File: src/rtl/vx_tag_tracker.sv
// vx_tag_tracker: issues upstream requests downstream with a tag taken
// from an external index buffer, and rejoins each tagged response with
// the metadata stored under that tag.
//
// Ports
//   clk, reset            clock, asynchronous active-low reset
//   req_*                 upstream request (valid/ready, data, metadata)
//   mem_req_*             tagged request to memory (registered, 1-cycle latency)
//   mem_rsp_*             tagged response from memory
//   rsp_*                 response rejoined with its metadata (registered)
//   ib_*                  external index buffer: acquire/write, release/read, full
//   drain_req/drain_done  quiesce handshake; drain_done is high only in IDLE
//   pending_count         number of live tags
//   tag_err               sticky: a response arrived for a tag that was not live
module vx_tag_tracker #(
    parameter int DATAW     = 32,
    parameter int METAW     = 8,
    parameter int RSP_DATAW = 32,
    parameter int SIZE      = 8,
    parameter int ADDRW     = (SIZE > 1) ? $clog2(SIZE) : 1
) (
    input  logic                 clk,
    input  logic                 reset,

    input  logic                 req_valid,
    output logic                 req_ready,
    input  logic [DATAW-1:0]     req_data,
    input  logic [METAW-1:0]     req_meta,

    output logic                 mem_req_valid,
    input  logic                 mem_req_ready,
    output logic [DATAW-1:0]     mem_req_data,
    output logic [ADDRW-1:0]     mem_req_tag,

    input  logic                 mem_rsp_valid,
    output logic                 mem_rsp_ready,
    input  logic [RSP_DATAW-1:0] mem_rsp_data,
    input  logic [ADDRW-1:0]     mem_rsp_tag,

    output logic                 rsp_valid,
    input  logic                 rsp_ready,
    output logic [RSP_DATAW-1:0] rsp_data,
    output logic [METAW-1:0]     rsp_meta,

    input  logic [ADDRW-1:0]     ib_write_addr,
    output logic [METAW-1:0]     ib_write_data,
    output logic                 ib_acquire_en,
    output logic [ADDRW-1:0]     ib_read_addr,
    input  logic [METAW-1:0]     ib_read_data,
    output logic                 ib_release_en,
    input  logic                 ib_full,

    input  logic                 drain_req,
    output logic                 drain_done,
    output logic [ADDRW:0]       pending_count,
    output logic                 tag_err
);

    typedef enum logic [1:0] {RUN, DRAIN, IDLE} state_t;

    state_t          state, state_nx;
    logic [SIZE-1:0] live, live_nx;
    logic            do_acq, do_rel, rsp_fire, tag_live;
    logic            rtag_ok, wtag_ok;

    // Tags outside the bitmap (non power-of-two SIZE) are never live.
    assign rtag_ok  = ({1'b0, mem_rsp_tag}   < (ADDRW+1)'(SIZE));
    assign wtag_ok  = ({1'b0, ib_write_addr} < (ADDRW+1)'(SIZE));
    assign tag_live = rtag_ok && live[mem_rsp_tag];

    // A new request may enter only when the output register is free or
    // emptying this cycle, so mem_req_* never change under a stall.
    assign req_ready     = (state == RUN) && !ib_full && (!mem_req_valid || mem_req_ready);
    assign mem_rsp_ready = !rsp_valid || rsp_ready;

    // Enables are gated with reset so the index buffer sees no activity
    // while the block is held in reset.
    assign do_acq   = reset && req_valid && req_ready;
    assign rsp_fire = reset && mem_rsp_valid && mem_rsp_ready;
    assign do_rel   = rsp_fire && tag_live;

    assign ib_acquire_en = do_acq;
    assign ib_release_en = do_rel;
    assign ib_write_data = req_meta;
    assign ib_read_addr  = mem_rsp_tag;
    assign drain_done    = (state == IDLE);

    // Release is applied before acquire; both land in the same cycle.
    always_comb begin
        live_nx = live;
        if (do_rel) live_nx[mem_rsp_tag] = 1'b0;
        if (do_acq && wtag_ok) live_nx[ib_write_addr] = 1'b1;
    end

    always_comb begin
        state_nx = state;
        unique case (state)
            RUN:     if (drain_req) state_nx = DRAIN;
            DRAIN:   if (pending_count == '0 && !mem_req_valid && !rsp_valid) state_nx = IDLE;
            IDLE:    if (!drain_req) state_nx = RUN;
            default: state_nx = RUN;
        endcase
    end

    always_ff @(posedge clk or negedge reset) begin
        if (!reset) begin
            state         <= RUN;
            mem_req_valid <= 1'b0;
            rsp_valid     <= 1'b0;
            live          <= '0;
            pending_count <= '0;
            tag_err       <= 1'b0;
        end else begin
            state <= state_nx;
            live  <= live_nx;

            if (do_acq)             mem_req_valid <= 1'b1;
            else if (mem_req_ready) mem_req_valid <= 1'b0;

            if (do_rel)         rsp_valid <= 1'b1;
            else if (rsp_ready) rsp_valid <= 1'b0;

            if (do_acq && !do_rel)      pending_count <= pending_count + (ADDRW+1)'(1);
            else if (do_rel && !do_acq) pending_count <= pending_count - (ADDRW+1)'(1);

            if (rsp_fire && !tag_live) tag_err <= 1'b1;
        end
    end

    // Payload registers need no reset: they are qualified by the valids.
    always_ff @(posedge clk) begin
        if (do_acq) begin
            mem_req_data <= req_data;
            mem_req_tag  <= ib_write_addr;
        end
        if (do_rel) begin
            rsp_data <= mem_rsp_data;
            rsp_meta <= ib_read_data;
        end
    end

endmodule

File: config.mk
export PLATFORM = sky130hd
export DESIGN_NAME = vx_tag_tracker
export DESIGN_NICKNAME = d
export VERILOG_FILES = /design/src/rtl/vx_tag_tracker.sv
export SDC_FILE = /design/constraint.sdc
export NUM_CORES = 1
export LEC_CHECK = 0
export BUFFER_PORTS_ARGS = -buffer_cell sky130_fd_sc_hd__buf_2
export CAP_MARGIN = 20
export CORE_ASPECT_RATIO = 1.25
export CORE_UTILIZATION = 30
export DETAILED_ROUTE_END_ITERATION = 8
export SLEW_MARGIN = 30
export SYNTH_ARGS = -nofsm -noshare
export SYNTH_HDL_FRONTEND = slang
export SYNTH_SLANG_ARGS = --single-unit
File: constraint.sdc
create_clock -name clk -period 11 [get_ports clk]
set_input_delay 1.65 -clock clk [delete_from_list [all_inputs] [get_ports clk]]
set_output_delay 1.65 -clock clk [all_outputs]
set_load 0.01 [all_outputs]
* Yosys cells after proc, flatten, opt, wreduce, memory -nomap -nowiden
Index checks and enable logic that the tools add are counted.
** Cells by class
- Add/sub/neg operators :: 2
- Magnitude comparators :: 4
- Equality and inequality tests :: 5
- Mux-type cells :: 18
- Bitwise logic cells :: 3
- Reductions and logical operators :: 28
** Operator list (number)
- $mux W8 :: 2
- $logic_and A1 B1 Y1 :: 14
- $and A8 B8 Y8 :: 1
- $lt A3 B4 Y1 const B :: 2
- $mux W4 :: 2
- $not A8 Y8 :: 1
- $or A8 B8 Y8 :: 1
- $mux W1 :: 7
- $demux W1 S3 :: 2
- $ge A3 B1 Y1 const B :: 2
- $logic_not A1 Y1 :: 6
- $mux W2 :: 3
- $ne A2 B2 Y1 const B :: 3
- $pmux W2 S3 :: 1
- $reduce_bool A2 Y1 :: 3
- $add A4 B1 Y4 const B :: 1
- $logic_not A4 Y1 :: 1
- $sub A4 B1 Y4 const B :: 1
- $bmux W1 S3 :: 1
- $reduce_and A3 Y1 :: 1
- $eq A2 B1 Y1 const B :: 1
- $eq A2 B2 Y1 const B :: 1
- $logic_not A2 Y1 :: 1
- $logic_or A1 B1 Y1 :: 2
** Word-level totals
- Flip-flop bits (word level) :: 92
- Input bits :: 94
- Output and inout port bits :: 98

* Longest topological paths before layout
Gate-level depths: netlist (run 1).
- Word-level depth :: 9
- Depth in mapped cells :: 12
- Mapped depth without buffers :: 11

* Least setup slack after synthesis (run 1)
No wires, ideal clock.
- Path kind :: input to output
- From :: input mem_rsp_tag[0]
- To :: output ib_release_en
- Data arrival time :: 4.193 ns
- Data required time :: 9.350 ns
- Path slack :: 5.157 ns
- Cell stages on the path :: 5
- Buffers on the path :: 1
- Cells stage by stage :: buf_4 > inv_1 > o32ai_2 > nor4_1 > nor2_1
** On the way
- Word-level cells in the longest chain between the ends :: 3
** Ends and longest elaborated chain
- start, declared :: line 38 : input logic [ADDRW-1:0] mem_rsp_tag,
- $bmux W1 S3 :: line 69 : assign tag_live = rtag_ok && live[mem_rsp_tag];
- $mux W1 (not written as such) :: line 69
- $logic_and A1 B1 Y1 :: line 80 : assign do_rel = rsp_fire && tag_live;
- end, declared :: line 50 : output logic ib_release_en,
No other way between the ends. The select of a mux whose other input is x is not followed.

* Final worst setup path (run 1)
Same ends and word-level chain as after synthesis.

==> key figures, run 1 <==
Run status
  – Status: finished, final reports clean

Clock tree
  – Clock transition at path regs: 0.06 ns
  – Clock Sink Count: 92
  – Hold buffer count at CTS: 0
  – Clock tree from TritonCTS: done
  – Bufs on Longest Clock Path: 2
  – Number of gates resized after cts: 0
  – Htree depth: 3
  – Number of post-CTS setup repair buffers: 0
  – Num CTS Buffers: 9
  – CTS root buffer: sky130_fd_sc_hd__clkbuf_16
  – Clock Latency Late Sink: 0.33 ns

Routing
  – Count of routing violations after the opening detailed-route iteration: 191
  – Routed wire length on met2: 3860 um
  – Met3 WL: 578 um
  – Final routed wire length divided by cell count: 15.2 um
  – Sum of routed wire segments on met1: 3060 um
  – Uppermost layer routed: met4
  – Post-detailed-routing wire length: 7660 um
  – Routed via count divided by cell count: 4.56
  – Antenna-violating nets left: 0
  – Drt first pass iters: 4
  – Via count: 2301
  – Remaining routing DRC violations: 0

Layout
  – Leading cell types in the layout, fill and taps excluded: 175 x sky130_fd_sc_hd__buf_2, 75 x sky130_fd_sc_hd__edfxtp_1, 17 x sky130_fd_sc_hd__dfrtp_1
  – Non-Filler Instances: 505
  – Number of inserted diodes: 0
  – Layout-stage area growth over the synthesis result: 37.9%
  – Number of nets in the finished design: 464
  – Layout cells sized above 1: 0.554
  – Most common cell after layout, fill and taps aside: sky130_fd_sc_hd__buf_2
  – Filler instances: 1033

Setup path
  – Reg2reg end: pending_count[3]
  – Setup slack on the worst flop-to-flop path: 7.65 ns
  – Startpoint type of the worst setup path: input port
  – Critical path required time: 9.35 ns
  – Critical path's slowest cell: sky130_fd_sc_hd__nor4_1
  – Depth of the worst register-to-register path: 10
  – Largest stage delay on the critical path: 0.62 ns
  – Cell Chain, Critical Path: buf_2 > and4_1 > a31o_1 > nor4_1 > nor2_4 > buf_4 > buf_2
  – Cell type with the highest occurrence count on the critical path: sky130_fd_sc_hd__buf_2
  – Setup crit end kind: output port
  – Beginning of the worst register-to-register path: mem_req_valid
  – Worst-path maximum fanout: 41
  – Worst Path Arrival: 3.41 ns
  – Worst setup path class: input port to output port

Yosys
  – Count of warnings emitted by yosys: 0
  – Post-synthesis net count: 290
  – Total standard cell area after synthesis: 3390 sq um
  – Predominant post-synthesis flop cell: sky130_fd_sc_hd__edfxtp_1
  – Cell count after synthesis: 192
  – Number of enable flip-flop cells after synthesis: 75
  – Mean area per synthesized cell: 17.6 sq um
  – Synthesized flop and latch total: 92
  – Register area share after synthesis: 0.790
  – Count of distinct cell types in the synthesized netlist: 37
  – Proportion of synthesized flip-flops having asynchronous set or reset: 0.185

Power
  – Reported leakage power: 1.95 nW
  – P per Cell Area: 199 nW/um^2
  – Total chip power: 0.929 mW
  – Max IR drop VDD: 0.0830 mV

Timing
  – RSZ-0062 raised after global routing: false
  – Max Clk Rate: 0.198 GHz
  – Worst-margin pin slew: 0.716 ns
  – Slew Limit Headroom: 0.518
  – Final worst-path cycle share: 0.460
  – Max-slew violation total from the final report: 0
  – Setup Skew: 0.00447 ns
  – TNS Setup: 0 ns
  – Number of failing hold endpoints at the final stage: 0
  – Number of failing setup endpoints in the final timing report: 0
  – Final worst path period need: 5.06 ns

Worst hold path
  – Startpoint of the worst hold path: tag_err
  – Worst Hold Class: flop to flop
  – Worst hold path cell count: 1
  – Worst min-delay path endpoint: tag_err

Floorplanning
  – I/O Pins: 192
  – Initial core utilization: 0.307
  – Die width: 97.1 um
  – Vertical die dimension: 121 um
  – Die outline area: 11700 sq um
  – Number of placement rows: 43
  – CORE AREA: 11000 sq um

Placement
  – Weighted congestion at the end of routability-driven global placement: 0.800
  – Number of buffers inserted by port buffering: 175
  – # placed instances: 490
  – Total half-perimeter wirelength after legalization and detailed placement: 5800 um

GRT
  – GRT Total Usage: 0.131
  – Vias in the first global route: 2235
  – Overflow after GRT: 0
  – Antenna violations before repair: 0
  – Maximum number of pins on one net before global-route repair: 42
  – First-pass GRT wire length: 11700 um

Flow run
  – Max-cap check violation count: 0
report_power, final:
group	leakage, nW	internal, mW	switching (mW)
sequential	0.893	0.424	0.0293
clock	0.150	0.198	0.123
combinational	0.904	0.0705	0.0845
total	1.95	0.693	0.236
worst max-delay path by stage:
stage	slack [ns]	endpoint	cells after the start	startpoint
2_1_floorplan	5.16	ib_release_en	5	mem_rsp_tag[0]
3_3_place_gp	5.96	ib_release_en	7	mem_rsp_tag[2]
3_5_place_dp	5.94	ib_release_en	7	mem_rsp_tag[2]
4_1_cts	5.93	ib_release_en	7	mem_rsp_tag[2]
6_report	5.94	ib_release_en	7	mem_rsp_tag[0]
5_1_grt	5.80	ib_release_en	7	mem_rsp_tag[0]
per-stage QoR:
step	hold slack, ns	utilization	worst slack [ns]	cell area (sq um)
detailed placement	0.452	0.395	5.94	4360
finish	0.462	0.424	5.94	4670
floorplan	0.449	-	5.16	3390
CTS	0.473	0.424	5.93	4670
global route	0.499	0.424	5.80	4670
global placement	0.448	0.395	5.96	4360
cell type report:
cell class | instances | area [sq um] | area share
multi-input cells | 84 | 614 | 0.131
inverters | 2 | 7.51 | 0.00161
repair buffers | 177 | 891 | 0.191
clock inverters | 6 | 88.8 | 0.0190
well taps | 135 | 169 | 0.0361
flip-flops and latches | 92 | 2680 | 0.573
clock buffers | 9 | 225 | 0.0482
flip-flops by register name (all words and copies together) (netlist names):
register and cells:
mem_req_valid 1, rsp_data 32, mem_req_data 32, state 2, rsp_meta 8, rsp_valid 1, pending_count 4, tag_err 1
live 8, mem_req_tag 3
Yosys cell counts, types with 2 or more instances:
cell type | count | share of area
sky130_fd_sc_hd__or2_2 | 2 | 0.0037
sky130_fd_sc_hd__a21oi_2 | 4 | 0.010
sky130_fd_sc_hd__nand2b_1 | 3 | 0.0055
sky130_fd_sc_hd__ha_1 | 3 | 0.011
sky130_fd_sc_hd__or4_4 | 2 | 0.0066
sky130_fd_sc_hd__nand3_1 | 2 | 0.0030
sky130_fd_sc_hd__nor4b_1 | 3 | 0.0078
sky130_fd_sc_hd__o2111ai_1 | 4 | 0.010
sky130_fd_sc_hd__nor3_1 | 3 | 0.0044
sky130_fd_sc_hd__inv_1 | 2 | 0.0022
sky130_fd_sc_hd__and3_1 | 4 | 0.0074
sky130_fd_sc_hd__a21o_1 | 2 | 0.0044
sky130_fd_sc_hd__o21ai_0 | 4 | 0.0059
sky130_fd_sc_hd__o2bb2ai_1 | 4 | 0.010
sky130_fd_sc_hd__edfxtp_1 | 75 | 0.66
sky130_fd_sc_hd__xnor2_1 | 2 | 0.0052
sky130_fd_sc_hd__buf_4 | 12 | 0.027
sky130_fd_sc_hd__nand2_1 | 7 | 0.0078
sky130_fd_sc_hd__clkbuf_1 | 2 | 0.0022
sky130_fd_sc_hd__mux2i_1 | 3 | 0.0089
sky130_fd_sc_hd__nor4_1 | 8 | 0.015
sky130_fd_sc_hd__nor2_1 | 8 | 0.0089
sky130_fd_sc_hd__nor2b_1 | 3 | 0.0055
sky130_fd_sc_hd__dfrtp_1 | 17 | 0.13
per-layer routing:
metal | GRT usage | vias up
met2 | 0.221 | 116
met5 | 0 | -
met4 | 0.0634 | 0
met1 | 0.153 | 1090
li1 | - | 1082
met3 | 0.0399 | 13
worst max-delay path, delay by kind of cell:
kind	cells	cell delay [ns]
AND/OR/NAND/NOR	3	0.82
buffers and inverters	3	0.68
AO/OA/AOI/OAI	1	0.24
kinds of logic (layout without fill, tap and decap cells):
kind of cell | count (synthesis) | in the layout | synth area share
flops | 92 | 92 | 0.790
simple gates | 50 | 50 | 0.0868
compound gates | 24 | 24 | 0.0576
buf+inv | 16 | 194 | 0.0310
fa+ha+maj | 4 | 4 | 0.0170
mux | 4 | 4 | 0.0122
xor+xnor | 2 | 2 | 0.00517
Power figures use the tool's default switching activity.
==> inputs of run 2 (changes only) <==
--- a/config.mk
+++ b/config.mk
@@ -5,6 +5,7 @@
 export SDC_FILE = /design/constraint.sdc
 export NUM_CORES = 1
 export LEC_CHECK = 0
+export ABC_AREA = 1
 export BUFFER_PORTS_ARGS = -buffer_cell sky130_fd_sc_hd__buf_2
 export CAP_MARGIN = 20
 export CORE_ASPECT_RATIO = 1.25
==> constraint.sdc (replaced) <==
create_clock -name clk -period 4.3 [get_ports clk]
set_input_delay 0.645 -clock clk [delete_from_list [all_inputs] [get_ports clk]]
set_output_delay 0.645 -clock clk [all_outputs]
set_load 0.01 [all_outputs]
==> run 2 against run 1 <==
  * Sequential power increased to 2.6 times the previous value
  * Combinational power rose to 2.7 times the previous value
  * Register-to-register slack got worse by 5.9 ns
  * Sequential share of layout area up 0.34 points
  * Sequential cell count stayed put
  * Die area increased by 0.90%
  * Critical endpoint is now ib_acquire_en
  * Core utilization is 0.45 points lower
  * Cell count rose by 6.1%
  * Non-clock buffer count grew 1
  * Area after synthesis increased by 0.92%
  * Highest routed layer unchanged
==> key figures, run 2 <==
Yosys
  – Cell count after synthesis: 221
  – Adder and majority gate portion of the synthesized area: 0.0168
  – Post-synthesis share of cell area spent on and, or, nand and nor gates: 0.125
  – Ranking of synthesized cells by area: sky130_fd_sc_hd__edfxtp_1 66%, sky130_fd_sc_hd__dfrtp_1 12%, sky130_fd_sc_hd__nand2_1 3.7%, sky130_fd_sc_hd__buf_4 2.4%, sky130_fd_sc_hd__nand4_1 2.2%
  – Count of warnings emitted by yosys: 0
  – Dominant cell type by area after synthesis: sky130_fd_sc_hd__edfxtp_1
  – Combinational family with the most area after synthesis: simple AND/OR/NAND/NOR gates
  – Number of enable flip-flop cells after synthesis: 75
  – Post-synth top area share: 0.659
  – Proportion of synthesized flip-flops having asynchronous set or reset: 0.185
  – Total standard cell area after synthesis: 3420 sq um
  – Most numerous cell in the Yosys netlist: sky130_fd_sc_hd__edfxtp_1
  – Mean area per synthesized cell: 15.5 sq um
  – Post-synthesis net count: 319
  – Predominant post-synthesis flop cell: sky130_fd_sc_hd__edfxtp_1
  – Count of distinct cell types in the synthesized netlist: 26
  – Synthesized flop and latch total: 92
  – Compound-Gate Fraction of Synth Area: 0.0110
  – Synth cell count leaders: 75 x sky130_fd_sc_hd__edfxtp_1, 34 x sky130_fd_sc_hd__nand2_1, 17 x sky130_fd_sc_hd__dfrtp_1
  – Xor and xnor area share after synthesis: 0.0102
  – Register area share after synthesis: 0.783
  – Multiplexer share of the synthesized area: 0

Timing
  – Number of failing hold endpoints at the final stage: 0
  – TNS Setup: 0 ns
  – Number of failing setup endpoints in the final timing report: 0
  – Setup Skew: 0.00533 ns
  – RSZ-0062 raised after global routing: false
  – Max Clk Rate: 0.335 GHz
  – Worst-margin pin slew: 0.622 ns
  – Max-slew violation total from the final report: 0
  – Final worst slack: 1.31 ns
  – Final worst path period need: 2.99 ns
  – Final worst-path cycle share: 0.695
  – Slew Limit Headroom: 0.584

Placement
  – Weighted congestion at the end of routability-driven global placement: 0.842
  – Place WS: 1.18 ns
  – Number of buffers inserted by port buffering: 175
  – Cell area after placement: 4370 sq um
  – Total half-perimeter wirelength after legalization and detailed placement: 5600 um

Worst hold path
  – Worst Hold Class: input port to async pin

Routing
  – Drt first pass iters: 6
  – Remaining routing DRC violations: 0
  – Final routed wire length divided by cell count: 13.8 um
  – Count of routing violations after the opening detailed-route iteration: 70
  – Via count: 2329
  – Post-detailed-routing wire length: 7380 um
  – Antenna-violating nets left: 0
  – Routed via count divided by cell count: 4.35

Layout
  – Largest regs: mem_req_data x32, rsp_data x32
  – Most common cell after layout, fill and taps aside: sky130_fd_sc_hd__buf_2
  – Leading cell types in the layout, fill and taps excluded: 175 x sky130_fd_sc_hd__buf_2, 75 x sky130_fd_sc_hd__edfxtp_1, 34 x sky130_fd_sc_hd__nand2_1
  – Number of inserted diodes: 0
  – Final Cell Area: 4650 sq um
  – Filler instances: 1055
  – Layout-stage area growth over the synthesis result: 35.9%
  – Layout cells sized above 1: 0.516
  – Number of nets in the finished design: 494

Setup path
  – Depth of the worst register-to-register path: 12
  – Worst setup path class: input port to output port
  – Setup crit end kind: output port
  – Critical path required time: 3.65 ns
  – Setup slack on the worst flop-to-flop path: 1.73 ns
  – Beginning of the worst register-to-register path: state[0]
  – Startpoint type of the worst setup path: input port
  – Worst-path maximum fanout: 24
  – Worst Path Arrival: 2.34 ns
  – Termination of the worst setup path: ib_acquire_en
  – Reg2reg end: pending_count[3]
  – Worst setup startpoint: reset

GRT
  – Vias in the first global route: 2236
  – GRT Total Usage: 0.128
  – Maximum number of pins on one net before global-route repair: 25
  – Overflow after GRT: 0
  – Antenna violations before repair: 0
  – First-pass GRT wire length: 11400 um

Floorplanning
  – Die outline area: 11800 sq um
  – Vertical die dimension: 121 um
  – I/O Pins: 192
  – Die width: 97.5 um
  – Initial core utilization: 0.309
  – CORE AREA: 11100 sq um
  – Number of placement rows: 43

Clock tree
  – Num CTS Buffers: 9
  – Clock Latency Late Sink: 0.34 ns
  – Bufs on Longest Clock Path: 2
  – Htree depth: 3
  – Number of post-CTS setup repair buffers: 0
  – Clock Sink Count: 92
  – CTS root buffer: sky130_fd_sc_hd__clkbuf_16
  – Clock tree from TritonCTS: done
  – Hold buffer count at CTS: 0
  – Clock transition at path regs: 0.07 ns
  – Number of gates resized after cts: 0

Power
  – P per Cell Area: 498 nW/um^2
  – Max IR drop VDD: 0.222 mV
  – Reported leakage power: 2.05 nW

Run status
  – Status: finished, final reports clean

Flow run
  – Max-cap check violation count: 0
==> run 2: changes by cell type after synthesis, moves of 4 or more <==
cell,delta
sky130_fd_sc_hd__nand2_1,+27
sky130_fd_sc_hd__inv_1,+13
sky130_fd_sc_hd__nand3_1,+11
sky130_fd_sc_hd__nand4_1,+11
sky130_fd_sc_hd__nor4_1,-7
sky130_fd_sc_hd__a21oi_2,-4
sky130_fd_sc_hd__and3_1,-4
sky130_fd_sc_hd__nand2_2,+4
sky130_fd_sc_hd__nor2_4,+4
sky130_fd_sc_hd__o2111ai_1,-4
sky130_fd_sc_hd__o2bb2ai_1,-4
==> run 2: worst min path at each step <==
stage,end,slack (ns),cells after the start
after floorplan,live[0],0.35,0
after global placement,tag_err,0.45,1
after detailed placement,tag_err,0.46,1
after CTS,live[7],0.23,1
after global routing,rsp_valid,0.27,1
final,live[7],0.24,1
==> run 2: per-stage QoR <==
stage,instances,util,power [mW],hold slack (ns)
final,536,0.419,2.31,0.236
after global routing,536,0.419,2.45,0.265
after CTS,536,0.419,2.36,0.234
after detailed placement,520,0.394,1.61,0.457
after global placement,520,0.394,1.59,0.454
after floorplan,221,-,1.44,0.349
==> run 2: power breakdown <==
part	internal (mW)	switching [mW]	total, mW
combinational	0.174	0.249	0.423
sequential	1.09	0.0655	1.16
clock	0.395	0.336	0.731
total	1.66	0.651	2.31
==> run 2: worst max-delay path, stage by stage <==
cell and delay, ns:
sky130_fd_sc_hd__buf_2 0.35, sky130_fd_sc_hd__nand2_1 0.18, sky130_fd_sc_hd__nor2_4 0.54, sky130_fd_sc_hd__buf_4 0.41, sky130_fd_sc_hd__buf_2 0.19
==> run 2: kinds of logic after synthesis <==
logic type	Yosys count
AOI/OAI and AO/OA	6
xor gates and xnor gates	4
adders and majority gates	4
buffers and inverters	31
DFF	92
and+or+nand+nor	84
==> run 2: area by class of cell <==
type | count | area, sq um | area share
multi-input combinational | 98 | 557 | 0.120
clock inverter | 7 | 50.0 | 0.0108
tap | 135 | 169 | 0.0364
inverter | 17 | 68.8 | 0.0148
clock buffer | 9 | 225 | 0.0485
sequential | 92 | 2680 | 0.576
timing repair buffer | 178 | 898 | 0.193
==> run 2: per-layer routing <==
metal | vias to the layer above | wire, um | GRT usage
met5 | - | 0 | 0
met4 | 0 | 126 | 0.0487
met3 | 10 | 688 | 0.0501
met2 | 118 | 3650 | 0.210
met1 | 1072 | 2910 | 0.152
li1 | 1129 | - | -
==> inputs of run 3 (changes only) <==
==> constraint.sdc (replaced) <==
create_clock -name clk -period 2.94 [get_ports clk]
set_input_delay 0.441 -clock clk [delete_from_list [all_inputs] [get_ports clk]]
set_output_delay 0.441 -clock clk [all_outputs]
set_load 0.01 [all_outputs]
==> run 3 against run 2 <==
  * Sequential power is 47% higher
  * Power rose by 46%
  * Sequential share of layout area decreased by 0.28 points
  * Highest routed layer unchanged
  * Largest power group unchanged
  * Critical path type unchanged
  * Worst setup slack worse by 1.1 ns
  * Clock skew is 0.00090 ns higher
  * Register-to-register slack got worse by 0.97 ns
==> key figures, run 3 (synthesis results as in run 2) <==
Run status
  – Status: finished, final reports clean

Clock tree
  – Htree depth: 3
  – Clock tree from TritonCTS: done
  – Num CTS Buffers: 9
  – Clock Sink Count: 92
  – Number of post-CTS setup repair buffers: 0
  – Clock Latency Late Sink: 0.33 ns
  – Bufs on Longest Clock Path: 2
  – Clock transition at path regs: 0.07 ns
  – CTS root buffer: sky130_fd_sc_hd__clkbuf_16

Power
  – Sw Share: 0.279
  – Reported leakage power: 2.05 nW
  – Sw power: 0.942 mW
  – Max IR drop VDD: 0.301 mV
  – Clock share of power: 0.313
  – Internal power summed over all cells: 2.44 mW
  – P per Cell Area: 724 nW/um^2
  – Sequential power share: 0.504
  – Portion of total power attributed to combinational logic: 0.183

Setup path
  – Setup crit end kind: output port
  – Depth of the worst register-to-register path: 15
  – Startpoint type of the worst setup path: input port
  – Beginning of the worst register-to-register path: live[5]
  – Setup slack on the worst flop-to-flop path: 0.76 ns
  – Reg2reg end: pending_count[3]
  – Termination of the worst setup path: ib_acquire_en
  – Worst setup path class: input port to output port
  – Worst-path maximum fanout: 44
  – Worst Path Arrival: 2.25 ns
  – Critical path required time: 2.50 ns
  – Worst setup startpoint: reset

Timing
  – Number of failing hold endpoints at the final stage: 0
  – Worst-margin pin slew: 0.537 ns
  – Max Clk Rate: 0.372 GHz
  – Number of failing setup endpoints in the final timing report: 0
  – Slew Limit Headroom: 0.642
  – TNS Setup: 0 ns
  – Final worst-path cycle share: 0.914
  – Final worst path period need: 2.69 ns
  – Max-slew violation total from the final report: 0
  – RSZ-0062 raised after global routing: false
  – Setup Skew: 0.00623 ns

Layout
  – Non-Filler Instances: 538
  – Leading cell types in the layout, fill and taps excluded: 175 x sky130_fd_sc_hd__buf_2, 75 x sky130_fd_sc_hd__edfxtp_1, 34 x sky130_fd_sc_hd__nand2_1
  – Largest regs: mem_req_data x32, rsp_data x32
  – Number of inserted diodes: 0
  – Number of nets in the finished design: 496
  – Most common cell after layout, fill and taps aside: sky130_fd_sc_hd__buf_2
  – Filler instances: 1034
  – Layout-stage area growth over the synthesis result: 36.5%
  – Layout cells sized above 1: 0.519

Floorplanning
  – Die width: 97.5 um
  – Die outline area: 11800 sq um
  – Vertical die dimension: 121 um
  – Initial core utilization: 0.309
  – Number of placement rows: 43
  – I/O Pins: 192
  – CORE AREA: 11100 sq um

Routing
  – Remaining routing DRC violations: 0
  – Routed via count divided by cell count: 4.40
  – Final routed wire length divided by cell count: 14.0 um
  – Drt first pass iters: 4
  – Antenna-violating nets left: 0
  – Count of routing violations after the opening detailed-route iteration: 78
  – Post-detailed-routing wire length: 7510 um
  – Via count: 2366

GRT
  – First-pass GRT wire length: 11600 um
  – GRT Total Usage: 0.131
  – Antenna violations before repair: 0
  – Maximum number of pins on one net before global-route repair: 45
  – Vias in the first global route: 2377
  – Overflow after GRT: 0

Placement
  – Weighted congestion at the end of routability-driven global placement: 0.811
  – Number of buffers inserted by port buffering: 175
  – # placed instances: 521
  – Total half-perimeter wirelength after legalization and detailed placement: 5830 um

Flow run
  – Max-cap check violation count: 0

Worst hold path
  – Worst Hold Class: input port to flop
## run 3: cell count changes in the layout (fill, tap and decap cells not counted), sizes merged
cell	change
inv	-1
dlygate4sd3	+1
clkbuf	+1
buf	+1
## run 3: metal layers
| layer | wire (um) | up-vias | track usage |
|---|---|---|---|
| met5 | 0 | - | 0 |
| met1 | 2810 | 1109 | 0.136 |
| met3 | 570 | 15 | 0.0380 |
| li1 | - | 1128 | - |
| met2 | 3940 | 114 | 0.238 |
| met4 | 182 | 0 | 0.0708 |
## run 3: power by group through the flow
stage	Sequential, mW	Combinational (mW)	Clock [mW]
after CTS	1.70	0.635	1.11
after floorplan	1.76	0.342	0
after global placement	1.73	0.618	0
after detailed placement	1.73	0.632	0
after global routing	1.73	0.702	1.15
final	1.70	0.619	1.06
## run 3: worst min path at each step
stage,from,end,slack [ns],depth (start not counted)
final,req_data[18],mem_req_data[18],0.28,1
after CTS,ib_read_data[1],rsp_meta[1],0.26,1
after floorplan,reset,live[0],0.15,0
after detailed placement,reset,tag_err,0.33,1
after global routing,req_data[0],mem_req_data[0],0.26,1
after global placement,reset,live[6],0.33,1
## run 3: area by class of cell
class / instances / area [sq um] / area share
clock buffers: 10 / 229 / 0.0490
well taps: 135 / 169 / 0.0362
multi-input cells: 98 / 557 / 0.119
inverters: 17 / 72.6 / 0.0155
clock inverters: 6 / 47.5 / 0.0102
repair buffers: 180 / 916 / 0.196
flip-flops and latches: 92 / 2680 / 0.574
## run 3: metrics by stage
step           setup slack, ns  hold WS [ns]  power (mW)  cell area, sq um  utilization
2_1_floorplan            0.307         0.145        2.10              3420            -
3_3_place_gp             0.600         0.328        2.35              4380        0.395
3_5_place_dp             0.532         0.329        2.36              4380        0.395
4_1_cts                 0.0342         0.261        3.45              4660        0.421
5_1_grt                 0.0689         0.263        3.58              4670        0.421
6_report                 0.254         0.280        3.38              4670        0.421
## run 3: critical path, cell delays in order
cell and delay (ns):
sky130_fd_sc_hd__dlygate4sd3_1 0.53, sky130_fd_sc_hd__buf_2 0.26, sky130_fd_sc_hd__nand2_1 0.17, sky130_fd_sc_hd__nor2_4 0.14, sky130_fd_sc_hd__buf_4 0.45, sky130_fd_sc_hd__buf_2 0.23
## run 3: repair_timing
item                                   4_1_cts  5_1_grt
hold buffers                                 1        0
gates resized for setup                      0        1
endpoints found under the hold margin        9        0
setup endpoints to repair                    0        1
